`config.mk`:
```
export PLATFORM = sky130hd
export DESIGN_NAME = adc_cmd_arbiter
export DESIGN_NICKNAME = d
export VERILOG_FILES = /design/src/rtl/adc_cmd_arbiter.sv
export SDC_FILE = /design/constraint.sdc
export NUM_CORES = 1
export LEC_CHECK = 0
export ABC_AREA = 0
export BUFFER_PORTS_ARGS = -buffer_cell sky130_fd_sc_hd__buf_4
export CAP_MARGIN = 25
export CORE_MARGIN = 2
export CORE_UTILIZATION = 45
export DETAILED_ROUTE_END_ITERATION = 7
export GPL_ROUTABILITY_DRIVEN = 0
export PLACE_DENSITY = 0.85
export SLEW_MARGIN = 5
export SYNTH_ARGS = -nofsm -noshare
export SYNTH_HDL_FRONTEND = slang
export SYNTH_SLANG_ARGS = --single-unit
```
`constraint.sdc`:
```
create_clock -name clk -period 4.1 [get_ports clk]
set_input_delay 0.615 -clock clk [delete_from_list [all_inputs] [get_ports clk]]
set_output_delay 0.615 -clock clk [all_outputs]
set_load 0.1 [all_outputs]
```
`src/rtl/adc_cmd_arbiter.sv`:
```
// Round-robin arbiter writing one requester's ADC command to PROGRAM, then polling LAST until executed; ack 4+POLL_GAP clks after req is seen.
// Losers hold req until ack, with no preemption. ADC_CMD_TIMEOUT_EN adds a TIMEOUT poll limit (ack+err on abort); otherwise err=0.
module adc_cmd_arbiter #(
  parameter int NUM_REQ     = 4,
  parameter int POLL_GAP    = 8,
  parameter int ADC_CHANNEL = 0,
  parameter int TIMEOUT     = 4095
) (
  input  logic                   clk,
  input  logic                   reset,
  input  logic [NUM_REQ-1:0]     req,
  input  logic [16*NUM_REQ-1:0]  req_cmd,
  output logic [NUM_REQ-1:0]     ack,
  output logic                   err,
  output logic                   busy,
  output logic [18:0]            adc_addr,
  output logic [15:0]            adc_wdata,
  output logic                   adc_enable,
  output logic                   adc_wr,
  output logic                   adc_re,
  input  logic [15:0]            adc_rdata
);

  localparam int         IW         = $clog2(NUM_REQ);
  localparam logic [3:0] OP_PROGRAM = 4'h4;
  localparam logic [3:0] OP_LAST    = 4'hB;
  localparam logic [10:0] CHAN      = 11'(ADC_CHANNEL);
  localparam logic [7:0] GAP_END    = 8'(POLL_GAP - 1);

  if (NUM_REQ < 2 || NUM_REQ > 8 || POLL_GAP < 1 || POLL_GAP > 255 ||
      ADC_CHANNEL < 0 || ADC_CHANNEL > 2047 || TIMEOUT < 1 || TIMEOUT > 4095) begin : g_param_check
    $error("adc_cmd_arbiter: parameter out of range");
  end

  typedef enum logic [2:0] {IDLE, ARB, WRITE, GAP, RD, CHK, DONE} state_t;

  state_t          state, state_nxt;
  logic [IW-1:0]   rr_ptr, gnt_q, gnt_sel, idx;
  logic            found;
  logic [15:0]     cmd_q;
  logic [15:0]     cmd_arr [NUM_REQ];
  logic [7:0]      gap_cnt;
`ifdef ADC_CMD_TIMEOUT_EN
  localparam logic [11:0] TIMEOUT_END = 12'(TIMEOUT - 1);
  logic [11:0]     poll_cnt;
  logic            timeout_hit;
`endif

  assign busy = (state != IDLE);

  // First pending requester at or above the round-robin pointer, wrapping.
  always_comb begin
    found   = 1'b0;
    gnt_sel = '0;
    idx     = '0;
    for (int k = 0; k < NUM_REQ; k++) begin
      cmd_arr[k] = req_cmd[16*k +: 16];
      idx = IW'((int'(rr_ptr) + k) % NUM_REQ);
      if (!found && req[idx]) begin
        found   = 1'b1;
        gnt_sel = idx;
      end
    end
  end

  always_comb begin
    state_nxt = state;
`ifdef ADC_CMD_TIMEOUT_EN
    timeout_hit = 1'b0;
`endif
    case (state)
      IDLE:  if (|req) state_nxt = ARB;
      ARB:   state_nxt = found ? WRITE : IDLE;
      WRITE: state_nxt = GAP;
      GAP:   if (gap_cnt == GAP_END) state_nxt = RD;
      RD:    state_nxt = CHK;
      CHK: begin
        if (adc_rdata == cmd_q) begin
          state_nxt = DONE;
        end else begin
`ifdef ADC_CMD_TIMEOUT_EN
          if (poll_cnt == TIMEOUT_END) begin
            state_nxt   = DONE;
            timeout_hit = 1'b1;
          end else begin
            state_nxt = GAP;
          end
`else
          state_nxt = GAP;
`endif
        end
      end
      DONE:    state_nxt = IDLE;
      default: state_nxt = IDLE;
    endcase
  end

  always_ff @(posedge clk or negedge reset) begin
    if (!reset) begin
      state   <= IDLE;
      rr_ptr  <= '0;
      gnt_q   <= '0;
      cmd_q   <= '0;
      gap_cnt <= '0;
    end else begin
      state   <= state_nxt;
      gap_cnt <= (state == GAP) ? gap_cnt + 8'd1 : 8'd0;
      if (state == ARB && found) begin
        gnt_q  <= gnt_sel;
        cmd_q  <= cmd_arr[gnt_sel];
        rr_ptr <= (gnt_sel == IW'(NUM_REQ - 1)) ? '0 : gnt_sel + IW'(1);
      end
    end
  end

`ifdef ADC_CMD_TIMEOUT_EN
  always_ff @(posedge clk or negedge reset) begin
    if (!reset) begin
      poll_cnt <= '0;
      err      <= 1'b0;
    end else begin
      err <= timeout_hit;
      if (state == ARB)
        poll_cnt <= '0;
      else if (state == CHK && adc_rdata != cmd_q)
        poll_cnt <= poll_cnt + 12'd1;
    end
  end
`else
  assign err = 1'b0;
`endif

  // Bus and ack registers are loaded from the next state so they line up with it.
  always_ff @(posedge clk or negedge reset) begin
    if (!reset) begin
      ack        <= '0;
      adc_addr   <= '0;
      adc_wdata  <= '0;
      adc_enable <= 1'b0;
      adc_wr     <= 1'b0;
      adc_re     <= 1'b0;
    end else begin
      ack        <= (state_nxt == DONE) ? (NUM_REQ'(1) << gnt_q) : '0;
      adc_wr     <= (state_nxt == WRITE);
      adc_re     <= (state_nxt == RD);
      adc_enable <= (state_nxt == WRITE) || (state_nxt == RD);
      adc_wdata  <= (state_nxt == WRITE) ? cmd_arr[gnt_sel] : 16'h0;
      if (state_nxt == WRITE)
        adc_addr <= {CHAN, 4'h0, OP_PROGRAM};
      else if (state_nxt == RD)
        adc_addr <= {CHAN, 4'h0, OP_LAST};
      else
        adc_addr <= '0;
    end
  end

endmodule
```
Word-level counts from Yosys, hierarchy flattened. Index checks and enable logic that the tools add are counted.

Register bits after elaboration: 73. Input port bits: 86. Output and inout bits: 44. Logic and storage cells: 75.

$add $sub $neg: 5. Order comparisons: 5. Eq/ne operators: 11. Shifts and indexed selects: 1. Multiplexer cells: 30. Bitwise operators: 1. Reductions and logical operators: 11.

Operator list (count): $mux W16 (3); $bmux W16 S2 (1); $pmux W3 S6 (1); $eq A16 B16 Y1 (1); $eq A3 B3 Y1 const B (4); $lt A2 B3 Y1 const B (4); $mux W2 (6); $mux W4 (3); $eq A3 B2 Y1 const B (3); $mux W3 (3); $add A8 B1 Y8 const B (1); $bmux W1 S2 (4); $eq A8 B3 Y1 const B (1); $mux W1 (8); $mux W8 (1); $add A2 B1 Y2 const B (2); $add A2 B2 Y2 const B (2); $logic_and A1 B1 Y1 (4); $reduce_or A4 Y1 (1); $shl A1 B2 Y4 const A (1); $eq A3 B1 Y1 const B (1); $ge A3 B3 Y1 const B (1); $logic_not A1 Y1 (3); $logic_not A3 Y1 (1); 4 further kinds (4).

Logic depth before layout (Yosys ltp). Gate-level depths: netlist of the first run.

Word-level depth: 17. Mapped depth: 8. Depth with buffers taken out: 6.

Worst setup path after synthesis of the first run. Ideal clock, no wire load.

Kind: flip-flop to output port. Start: register adc_addr[1]. End: output port adc_addr[1]. Data arrival time: 1341 ps. Data required time: 3485 ps. Path slack: 2144 ps. Cell stages (with the launch flop): 2. Buffers on the path: 1. Path through: dfrtp_1 buf_4.

RTL lines: start, declared (line 16) `output logic [18:0] adc_addr,`; start signal, assigned (line 149) `adc_addr <= {CHAN, 4'h0, OP_PROGRAM};`; start signal, assigned (line 151) `adc_addr <= {CHAN, 4'h0, OP_LAST};`.

No word-level cell between the ends.

Worst setup path in the final report of the first run.
Start: register state[2]. End: register cmd_q[2].

Longest elaborated chain between the ends: 2.

Ends and longest elaborated chain: start, declared (line 37) `state_t state, state_nxt;`; start signal, assigned (line 106) `state <= state_nxt;`; $eq A3 B1 Y1 (line 108) `if (state == ARB && found) begin`; $logic_and A1 B1 Y1 (line 108); end signal, assigned (line 110) `cmd_q <= cmd_arr[gnt_sel];`; end, declared (line 40) `logic [15:0] cmd_q;`.

No other way between the ends. A chain may end at the register's enable or synchronous reset.

==> results.sh, run 1 <==
export IMPL_drtIter0Drc=86
export IMPL_ir_worst_vdd_mv=0.413
export IMPL_synth_edf_count=0
export IMPL_synthFlopType="dfrtp_1"
export IMPL_status="finished clean"
export IMPL_clock_fmax_mhz=426
export IMPL_die_h_um=84.5
export IMPL_cts_root_buf="clkbuf_8"
export IMPL_ctsResizeCount=0
export IMPL_postCtsHoldBufs=0
export IMPL_r2r_start="state[2]$_DFF_PN0_"
export IMPL_cp_required_ps=4320
export IMPL_ys_seq_area_frac=0.472
export IMPL_rsz0062_at_grt="false"
export IMPL_antennaDiodeCount=0
export IMPL_synthArstFlopShare=1.00
export IMPL_cts_tree="done"
export IMPL_synth_warnings=0
export IMPL_yosys_area_top_type="dfrtp_1"
export IMPL_slew_limit_headroom=0.542
export IMPL_die_width_um=84.5
export IMPL_antenna_found_initial=0
export IMPL_dr_total_vias=2346
export IMPL_grtUsageTotal=0.195
export IMPL_clkTransAtPathRegs_ps=90
export IMPL_cp_cell_sequence="nor2_1 > nand3_2 > or3_1 > buf_8 > o221ai_1"
export IMPL_cp_top_family="simple AND/OR/NAND/NOR gates"
export IMPL_fin_crit_ps=2350
export IMPL_wirelength_mm=6.60
export IMPL_hp_class="primary input to async pin"
export IMPL_grt_pass1_vias=2338
export IMPL_cp_arrival_ps=2570
export IMPL_ff2ff_setup_slack_ps=1750
export IMPL_path_max_fanout=23
export IMPL_drv_cap=0
export IMPL_htreeDepth=2
export IMPL_clock_latency_ps=310
export IMPL_synth_distinct_cells=39
export IMPL_syn_area_per_cell_um2=11.0
export IMPL_final_cell_mix="buf_4, dfrtp_1, mux2i_1"
export IMPL_synth_top_area_share=0.472
export IMPL_clock_sinks=55
export IMPL_fin_nets=457
export IMPL_crit_buf_inv=1
export IMPL_ys_ff_latch=55
export IMPL_wl_per_cell_um=14.7
export IMPL_crit_end="cmd_q[2]$_DFFE_PN0P_"
export IMPL_path_depth=5
export IMPL_core_um2=6310
export IMPL_ioPinCount=130
export IMPL_rows=29
export IMPL_firstDrtPassIters=4
export IMPL_crit_start="state[2]$_DFF_PN0_"
export IMPL_layout_drive_gt1_share=0.369
export IMPL_setup_viol=0
export IMPL_p_leak_uw=0.00194
export IMPL_tightest_slew_ps=687
export IMPL_remaining_drc_errors=0
export IMPL_grt_overflow=0
export IMPL_synth_area_um2=2920
export IMPL_initial_core_util=0.462
export IMPL_period_share=0.573
export IMPL_cpPeakStageDelay_ps=800
export IMPL_synth_area_leaders="dfrtp_1, mux2i_1, xnor2_1, buf_4, o221ai_1"
export IMPL_clock_skew_ps=7.19
export IMPL_ant_nets=0
export IMPL_port_buffers=113
export IMPL_viasPerCell=5.24
export IMPL_worst_r2r_cell_count=5
export IMPL_critPathKind="flip-flop to flip-flop"
export IMPL_dpl_hpwl_mm=5.01
export IMPL_clockBufferDepth=2
export IMPL_numCtsBuffers=5
export IMPL_reg2reg_to="cmd_q[2]$_DFFE_PN0P_"
export IMPL_power_density_nw_per_um2=646
export IMPL_cts_setup_buffers=0
export IMPL_final_common_cell="buf_4"
export IMPL_syn_inst=266
export IMPL_grt_pass1_wl_mm=11.0
export IMPL_end_kind="flip-flop"
export IMPL_slew_viol_final=0
export IMPL_final_util=0.602
export IMPL_timing_setup_tns_ps=0
export IMPL_die_area_um2=7140
export IMPL_slowest_stage="or3_1"
export IMPL_area_growth_syn_to_layout_pct=30.4
export IMPL_start_kind="flip-flop"
export IMPL_finalHoldViolations=0
export IMPL_grt_max_degree=56
## flip-flops by register name, indices dropped and copies added (netlist names)
| signal | flops |
|---|---|
| adc_addr | 2 |
| gap_cnt | 8 |
| state | 3 |
| gnt_q | 2 |
| ack | 4 |
| cmd_q | 16 |
| rr_ptr | 2 |
| adc_wdata | 16 |
| adc_enable | 1 |
| adc_re | 1 |
## cells in the mapped netlist, types with 5 or more instances
cell type	number
buf_4	19
buf_6	7
clkbuf_1	6
dfrtp_1	55
inv_1	5
mux2i_1	29
nand2_1	21
nor2_1	12
nor2b_1	5
nor4_1	5
o21ai_0	5
o221ai_1	12
o22ai_1	16
xnor2_1	19
## worst min-delay path by stage
| stage | startpoint | endpoint | slack [ps] | depth (start not counted) |
|---|---|---|---|---|
| after floorplan | reset | ack[0]$_DFF_PN0_ | 320 | 0 |
| after global placement | gap_cnt[0]$_DFF_PN0_ | gap_cnt[0]$_DFF_PN0_ | 440 | 1 |
| after detailed placement | gnt_q[1]$_DFFE_PN0P_ | ack[1]$_DFF_PN0_ | 450 | 1 |
| after CTS | reset | ack[3]$_DFF_PN0_ | 360 | 1 |
| after global routing | reset | adc_addr[2]$_DFF_PN0_ | 380 | 1 |
| final | reset | rr_ptr[0]$_DFFE_PN0P_ | 330 | 1 |
## logic make-up (layout without fill, tap and decap cells)
kind of cell    after synthesis  after routing  synth area share
simple gates                 66             66             0.114
flops                        55             55             0.472
compound gates               47             47             0.124
buf+inv                      39            129            0.0935
mux                          34             34             0.122
xor+xnor                     23             23            0.0690
fa+ha+maj                     1              1           0.00429
other cells                   1             16           0.00129
## cell type report
class | instances | area, um2
Fill cell | 557 | 2510
Inverter | 5 | 18.8
Tap cell | 77 | 96.3
Clock buffer | 5 | 68.8
Multi-Input combinational cell | 187 | 1330
Clock inverter | 3 | 15.0
Timing Repair Buffer | 116 | 898
Sequential cell | 55 | 1380
## through the flow
step	total power [uW]	std cells	hold slack, ps	worst slack (ps)	instance area [um2]
final	2460	448	325	1750	3800
after global routing	2600	448	385	1570	3800
after CTS	2450	447	360	1730	3780
after detailed placement	2160	439	446	1430	3690
after global placement	2130	438	444	1310	3680
after floorplan	1910	281	319	2140	2970
## metal layers
metal  vias up  global-route usage  wire length, um
met5         -                   0                0
met4         0              0.0736              179
met1      1122               0.242             2640
met3        15              0.0423              371
li1       1125                   -                -
met2        84               0.334             3420
## power breakdown
group          internal, uW  leakage, uW  total [uW]  switching [uW]
Clock                   117    0.0000477         290             173
Combinational           438      0.00117        1330             890
Sequential              710     0.000721         840             130
No activity file was read; power rests on OpenSTA's default activity.
==> run 2: changes to the inputs <==
ABC_AREA = 1   (was 0)
PLACE_DENSITY = 0.82   (was 0.85)
clock period = 2.2 ns   (was 4.1 ns; I/O delays follow)
==> results.sh, run 2 <==
export IMPL_ys_seq_area_frac=0.399
export IMPL_setup_viol=0
export IMPL_cp_top_family="simple AND/OR/NAND/NOR gates"
export IMPL_ant_nets=0
export IMPL_synth_area_um2=3450
export IMPL_synth_area_leaders="dfrtp_1, nand2_1, inv_1, nand3_1, nand4_1"
export IMPL_rows=31
export IMPL_worst_r2r_cell_count=13
export IMPL_rsz0062_at_grt="false"
export IMPL_p_leak_uw=0.00267
export IMPL_area_growth_syn_to_layout_pct=27.8
export IMPL_cp_required_ps=2380
export IMPL_place_inst=668
export IMPL_synth_top_area_share=0.399
export IMPL_synthFlopType="dfrtp_1"
export IMPL_yosys_area_top_type="dfrtp_1"
export IMPL_ir_worst_vdd_mv=0.700
export IMPL_clock_latency_ps=300
export IMPL_p_clk_frac=0.092
export IMPL_synth_most_common_cell="nand2_1"
export IMPL_crit_start="rr_ptr[0]$_DFFE_PN0P_"
export IMPL_path_max_fanout=19
export IMPL_port_buffers=113
export IMPL_grt_overflow=0
export IMPL_nFillCells=677
export IMPL_synthArstFlopShare=1.00
export IMPL_remaining_drc_errors=0
export IMPL_clkTransAtPathRegs_ps=100
export IMPL_clock_fmax_mhz=494
export IMPL_drtIter0Drc=254
export IMPL_r2r_start="rr_ptr[0]$_DFFE_PN0P_"
export IMPL_tightest_slew_ps=666
export IMPL_die_width_um=91.5
export IMPL_path_depth=13
export IMPL_p_int_uw=3010
export IMPL_end_kind="flip-flop"
export IMPL_syn_inst=474
export IMPL_cp_arrival_ps=2210
export IMPL_fin_crit_ps=2020
export IMPL_start_kind="flip-flop"
export IMPL_timing_final_ws_setup_ps=176
export IMPL_p_comb_frac=0.669
export IMPL_slew_limit_headroom=0.556
export IMPL_clock_sinks=55
export IMPL_cpPeakStageDelay_ps=470
export IMPL_cpMostUsedCell="nand2_1"
export IMPL_clock_skew_ps=11.5
export IMPL_p_sw_uw=3940
export IMPL_syn_area_per_cell_um2=7.27
export IMPL_grt_max_degree=56
export IMPL_synth_warnings=0
export IMPL_synthTopCellsByCount="nand2_1, inv_1, dfrtp_1"
export IMPL_drv_cap=0
export IMPL_wirelength_mm=9.12
export IMPL_synth_edf_count=0
export IMPL_cp_cell_sequence="buf_4 > nand2_2 > nand2_4 > nand2_1 > nand2_2 > nor2_4 > nand3_1 > nand3_2 > nand2_4 > inv_4 > nand2_1 > nand3_1 > nand2_1"
export IMPL_grt_pass1_vias=3103
export IMPL_reg2reg_to="cmd_q[5]$_DFFE_PN0P_"
export IMPL_die_area_um2=8380
export IMPL_layout_cells_non_filler=678
export IMPL_slowest_stage="dfrtp_2"
export IMPL_die_h_um=91.5
export IMPL_clockBufferDepth=2
export IMPL_htreeDepth=2
export IMPL_antenna_found_initial=0
export IMPL_period_share=0.920
export IMPL_wl_per_cell_um=13.4
export IMPL_antennaDiodeCount=0
export IMPL_core_um2=7330
export IMPL_dpl_worst_slack_ps=41.1
export IMPL_status="finished clean"
export IMPL_dpl_hpwl_mm=6.92
export IMPL_grtUsageTotal=0.212
export IMPL_final_cell_mix="nand2_1, buf_4, inv_1"
export IMPL_crit_buf_inv=2
export IMPL_dr_total_vias=3444
export IMPL_power_density_nw_per_um2=1580
export IMPL_critPathKind="flip-flop to flip-flop"
export IMPL_slew_viol_final=0
export IMPL_finish_instance_area_um2=4410
export IMPL_ioPinCount=130
export IMPL_timing_setup_tns_ps=0
export IMPL_ff2ff_setup_slack_ps=180
export IMPL_fin_nets=666
export IMPL_final_util=0.601
export IMPL_finalHoldViolations=0
export IMPL_post_dp_cell_area_um2=4270
export IMPL_firstDrtPassIters=5
export IMPL_postCtsHoldBufs=0
export IMPL_layout_drive_gt1_share=0.261
export IMPL_synth_distinct_cells=30
export IMPL_viasPerCell=5.08
export IMPL_numCtsBuffers=5
export IMPL_initial_core_util=0.470
export IMPL_hp_class="primary input to async pin"
export IMPL_cts_root_buf="clkbuf_8"
export IMPL_ys_ff_latch=55
export IMPL_grt_pass1_wl_mm=14.6
export IMPL_reg_largest_list="adc_wdata (16), cmd_q (16), gap_cnt (8)"
export IMPL_pwr_share_seq=0.239
export IMPL_cts_tree="done"
export IMPL_final_common_cell="nand2_1"
export IMPL_sw_frac_of_total=0.567
==> run 2: cell count changes in the layout (fill, tap and decap cells not counted), sizes merged, moves of 5 or more <==
cell,delta
nand3,+46
nor2b,-5
mux2i,-33
nand2,+137
nor4,-5
o221ai,-16
xor2,+10
nand4,+32
o22ai,-16
nor2,+9
inv,+72
xnor2,-19
nor3,+8
==> run 2: kinds of logic (layout without fill, tap and decap cells) <==
| kind of cell | count (synthesis) | in the layout | synth area share |
|---|---|---|---|
| other | 1 | 16 | 0.00109 |
| AO/OA/AOI/OAI | 12 | 12 | 0.0196 |
| buffers and inverters | 114 | 203 | 0.161 |
| AND/OR/NAND/NOR | 277 | 278 | 0.380 |
| flip-flops | 55 | 55 | 0.399 |
| adder cells (fa/ha/maj) | 1 | 1 | 0.00363 |
| XOR/XNOR | 14 | 14 | 0.0356 |
==> run 2: area by class of cell <==
cell class	instances	area, um2	share of cell area
Tap cell	99	124	0.0281
Multi-Input combinational cell	321	1590	0.361
Inverter	77	294	0.0667
Clock inverter	1	30.0	0.00681
Timing Repair Buffer	119	918	0.208
Clock buffer	6	72.6	0.0165
Sequential cell	55	1380	0.313
==> run 2: worst max-delay path by stage <==
| stage | endpoint | slack [ps] |
|---|---|---|
| after detailed placement | cmd_q[6]$_DFFE_PN0P_ | 40 |
| after global placement | cmd_q[6]$_DFFE_PN0P_ | 140 |
| after CTS | cmd_q[6]$_DFFE_PN0P_ | 70 |
| after global routing | cmd_q[6]$_DFFE_PN0P_ | 30 |
| final | cmd_q[5]$_DFFE_PN0P_ | 180 |
| after floorplan | cmd_q[14]$_DFFE_PN0P_ | 510 |
==> run 2: routing by layer <==
| metal | wire length (um) | track usage |
|---|---|---|
| met5 | 0 | 0 |
| met4 | 132 | 0.0455 |
| met3 | 673 | 0.0332 |
| met2 | 4390 | 0.346 |
| met1 | 3920 | 0.299 |
==> run 2: through the flow <==
stage	power [uW]	hold WS (ps)
final	6960	56.9
after global routing	7450	110
after CTS	6850	91.3
after detailed placement	6210	416
after global placement	6100	410
after floorplan	5390	34.4
==> run 2: what timing repair did <==
| action | in CTS | in global routing |
|---|---|---|
| buffers inserted | 0 | 2 |
| cloned | 0 | 1 |
| setup endpoints to repair | 1 | 32 |
| endpoints found under the hold margin | 0 | 0 |
| gates resized for setup | 1 | 1 |
==> run 2: power groups by stage <==
stage                     sequential (uW)  clock, uW  combinational (uW)
after global placement               1670          0                4440
final                                1660        637                4660
after detailed placement             1680          0                4530
after CTS                            1670        643                4540
after floorplan                      2630          0                2760
after global routing                 1700        691                5060
==> run 2: worst reg2reg max path, stage by stage, from the launching register on <==
cell     delay (ps)
dfrtp_2         470
buf_4           180
nand2_2          80
nand2_4          60
nand2_1          90
nand2_2          70
nor2_4          110
nand3_1         100
nand3_2          90
nand2_4         140
inv_4           210
nand2_1         110
nand3_1         120
nand2_1          70
==> run 3: changes to the inputs <==
PLACE_DENSITY = 0.76   (was 0.82)
RECOVER_POWER = 100   (was unset)
==> results.sh, run 3 (synthesis results as in run 2) <==
export IMPL_cts_tree="done"
export IMPL_finalHoldViolations=0
export IMPL_port_buffers=113
export IMPL_tightest_slew_ps=1350
export IMPL_numCtsBuffers=5
export IMPL_nFillCells=727
export IMPL_status="finished clean"
export IMPL_die_area_um2=8380
export IMPL_drtIter0Drc=202
export IMPL_rows=31
export IMPL_r2r_start="rr_ptr[0]$_DFFE_PN0P_"
export IMPL_place_inst=669
export IMPL_slew_limit_headroom=0.0972
export IMPL_fin_nets=667
export IMPL_clock_sinks=55
export IMPL_critPathKind="flip-flop to flip-flop"
export IMPL_end_kind="flip-flop"
export IMPL_final_cell_mix="nand2_1, buf_4, inv_1"
export IMPL_slew_viol_final=0
export IMPL_grt_pass1_vias=3198
export IMPL_setup_viol=0
export IMPL_crit_start="rr_ptr[0]$_DFFE_PN0P_"
export IMPL_htreeDepth=2
export IMPL_core_um2=7330
export IMPL_reg2reg_to="cmd_q[0]$_DFFE_PN0P_"
export IMPL_power_density_nw_per_um2=1590
export IMPL_cp_arrival_ps=2250
export IMPL_worst_r2r_cell_count=13
export IMPL_wl_per_cell_um=13.8
export IMPL_grt_max_degree=56
export IMPL_rsz0062_at_grt="false"
export IMPL_firstDrtPassIters=4
export IMPL_clkTransAtPathRegs_ps=100
export IMPL_ioPinCount=130
export IMPL_grt_pass1_wl_mm=15.0
export IMPL_layout_cells_non_filler=679
export IMPL_reg_largest_list="adc_wdata (16), cmd_q (16), gap_cnt (8)"
export IMPL_die_h_um=91.5
export IMPL_wirelength_mm=9.39
export IMPL_die_width_um=91.5
export IMPL_fin_crit_ps=2040
export IMPL_start_kind="flip-flop"
export IMPL_p_leak_uw=0.00257
export IMPL_clock_fmax_mhz=490
export IMPL_dr_total_vias=3440
export IMPL_timing_final_ws_setup_ps=159
export IMPL_area_growth_syn_to_layout_pct=25.2
export IMPL_remaining_drc_errors=0
export IMPL_clock_skew_ps=10.8
export IMPL_layout_drive_gt1_share=0.221
export IMPL_dpl_worst_slack_ps=-6.51
export IMPL_ff2ff_setup_slack_ps=160
export IMPL_viasPerCell=5.07
export IMPL_ir_worst_vdd_mv=0.723
export IMPL_period_share=0.928
export IMPL_clockBufferDepth=2
export IMPL_cp_required_ps=2410
export IMPL_final_common_cell="nand2_1"
export IMPL_crit_end="cmd_q[0]$_DFFE_PN0P_"
export IMPL_drv_cap=0
export IMPL_dpl_hpwl_mm=6.94
export IMPL_antenna_found_initial=0
export IMPL_grt_overflow=0
export IMPL_clock_latency_ps=310
export IMPL_path_max_fanout=19
export IMPL_postCtsHoldBufs=0
export IMPL_ant_nets=0
export IMPL_grtUsageTotal=0.224
export IMPL_initial_core_util=0.470
export IMPL_hp_class="primary input to async pin"
export IMPL_cts_root_buf="clkbuf_8"
export IMPL_antennaDiodeCount=0
[run 3: cell types whose count changed in the layout (fill, tap and decap cells not counted)]
cell | previous run | this run
nand3_2 | 3 | 4
nor2_1 | 19 | 20
nand2_4 | 3 | 2
nor2_2 | 1 | 0
clkbuf_2 | 0 | 6
nand2_8 | 0 | 1
clkbuf_1 | 1 | 24
buf_8 | 0 | 1
buf_12 | 2 | 1
buf_4 | 117 | 88
[run 3: per-stage QoR]
step | hold WS, ps | instance area, um2 | util | setup TNS [ps] | power (uW)
2_1_floorplan | 34.4 | 3500 | - | 0 | 5390
3_3_place_gp | 415 | 4270 | 0.582 | 0 | 6070
3_5_place_dp | 426 | 4270 | 0.582 | -14.7 | 6170
4_1_cts | 90.5 | 4390 | 0.598 | 0 | 6900
5_1_grt | 411 | 4320 | 0.589 | 0 | 7380
6_report | 322 | 4320 | 0.589 | 0 | 6880
[run 3: worst min-delay path by stage]
| stage | startpoint | to | slack [ps] |
|---|---|---|---|
| 2_1_floorplan | reset | ack[0]$_DFF_PN0_ | 30 |
| 3_3_place_gp | reset | adc_re$_DFF_PN0_ | 420 |
| 3_5_place_dp | reset | ack[2]$_DFF_PN0_ | 430 |
| 4_1_cts | reset | gap_cnt[5]$_DFF_PN0_ | 90 |
| 5_1_grt | req_cmd[6] | adc_wdata[6]$_DFF_PN0_ | 410 |
| 6_report | reset | gap_cnt[4]$_DFF_PN0_ | 320 |
[run 3: cell type report]
cell class / count / area [um2] / share of cell area
sequential: 55 / 1380 / 0.319
clock buffer: 6 / 72.6 / 0.0168
multi-input combinational: 322 / 1610 / 0.372
timing repair buffer: 119 / 812 / 0.188
clock inverter: 1 / 30.0 / 0.00696
tap: 99 / 124 / 0.0287
inverter: 77 / 294 / 0.0681
[run 3: metal layers]
layer / up-vias / track usage / wire length, um
met4: 0 / 0.106 / 363
met3: 28 / 0.0365 / 594
li1: 1669 / - / -
met1: 1606 / 0.269 / 3650
met2: 137 / 0.388 / 4790
met5: - / 0 / 0
[run 3: what timing repair did]
action	4_1_cts	5_1_grt
gates cloned	1	1
pin swaps	1	1
resized for setup	1	4
buffers inserted	0	1
endpoints found under the setup margin	7	35
[run 3: power by group]
| group | total, uW | internal, uW | switching [uW] |
|---|---|---|---|
| Sequential | 1630 | 1380 | 253 |
| Clock | 653 | 334 | 319 |
| Combinational | 4590 | 1170 | 3420 |
[run 3: critical path, cell delays in order (launching register included)]
cell,delay (ps)
dfrtp_2,490
buf_4,180
nand2_1,60
nand2_1,100
nand2_1,110
nand2_2,70
nor2_4,110
nand3_1,90
nand3_2,90
nand2_4,160
inv_4,220
nand2_1,100
nand3_1,100
nand2_1,60
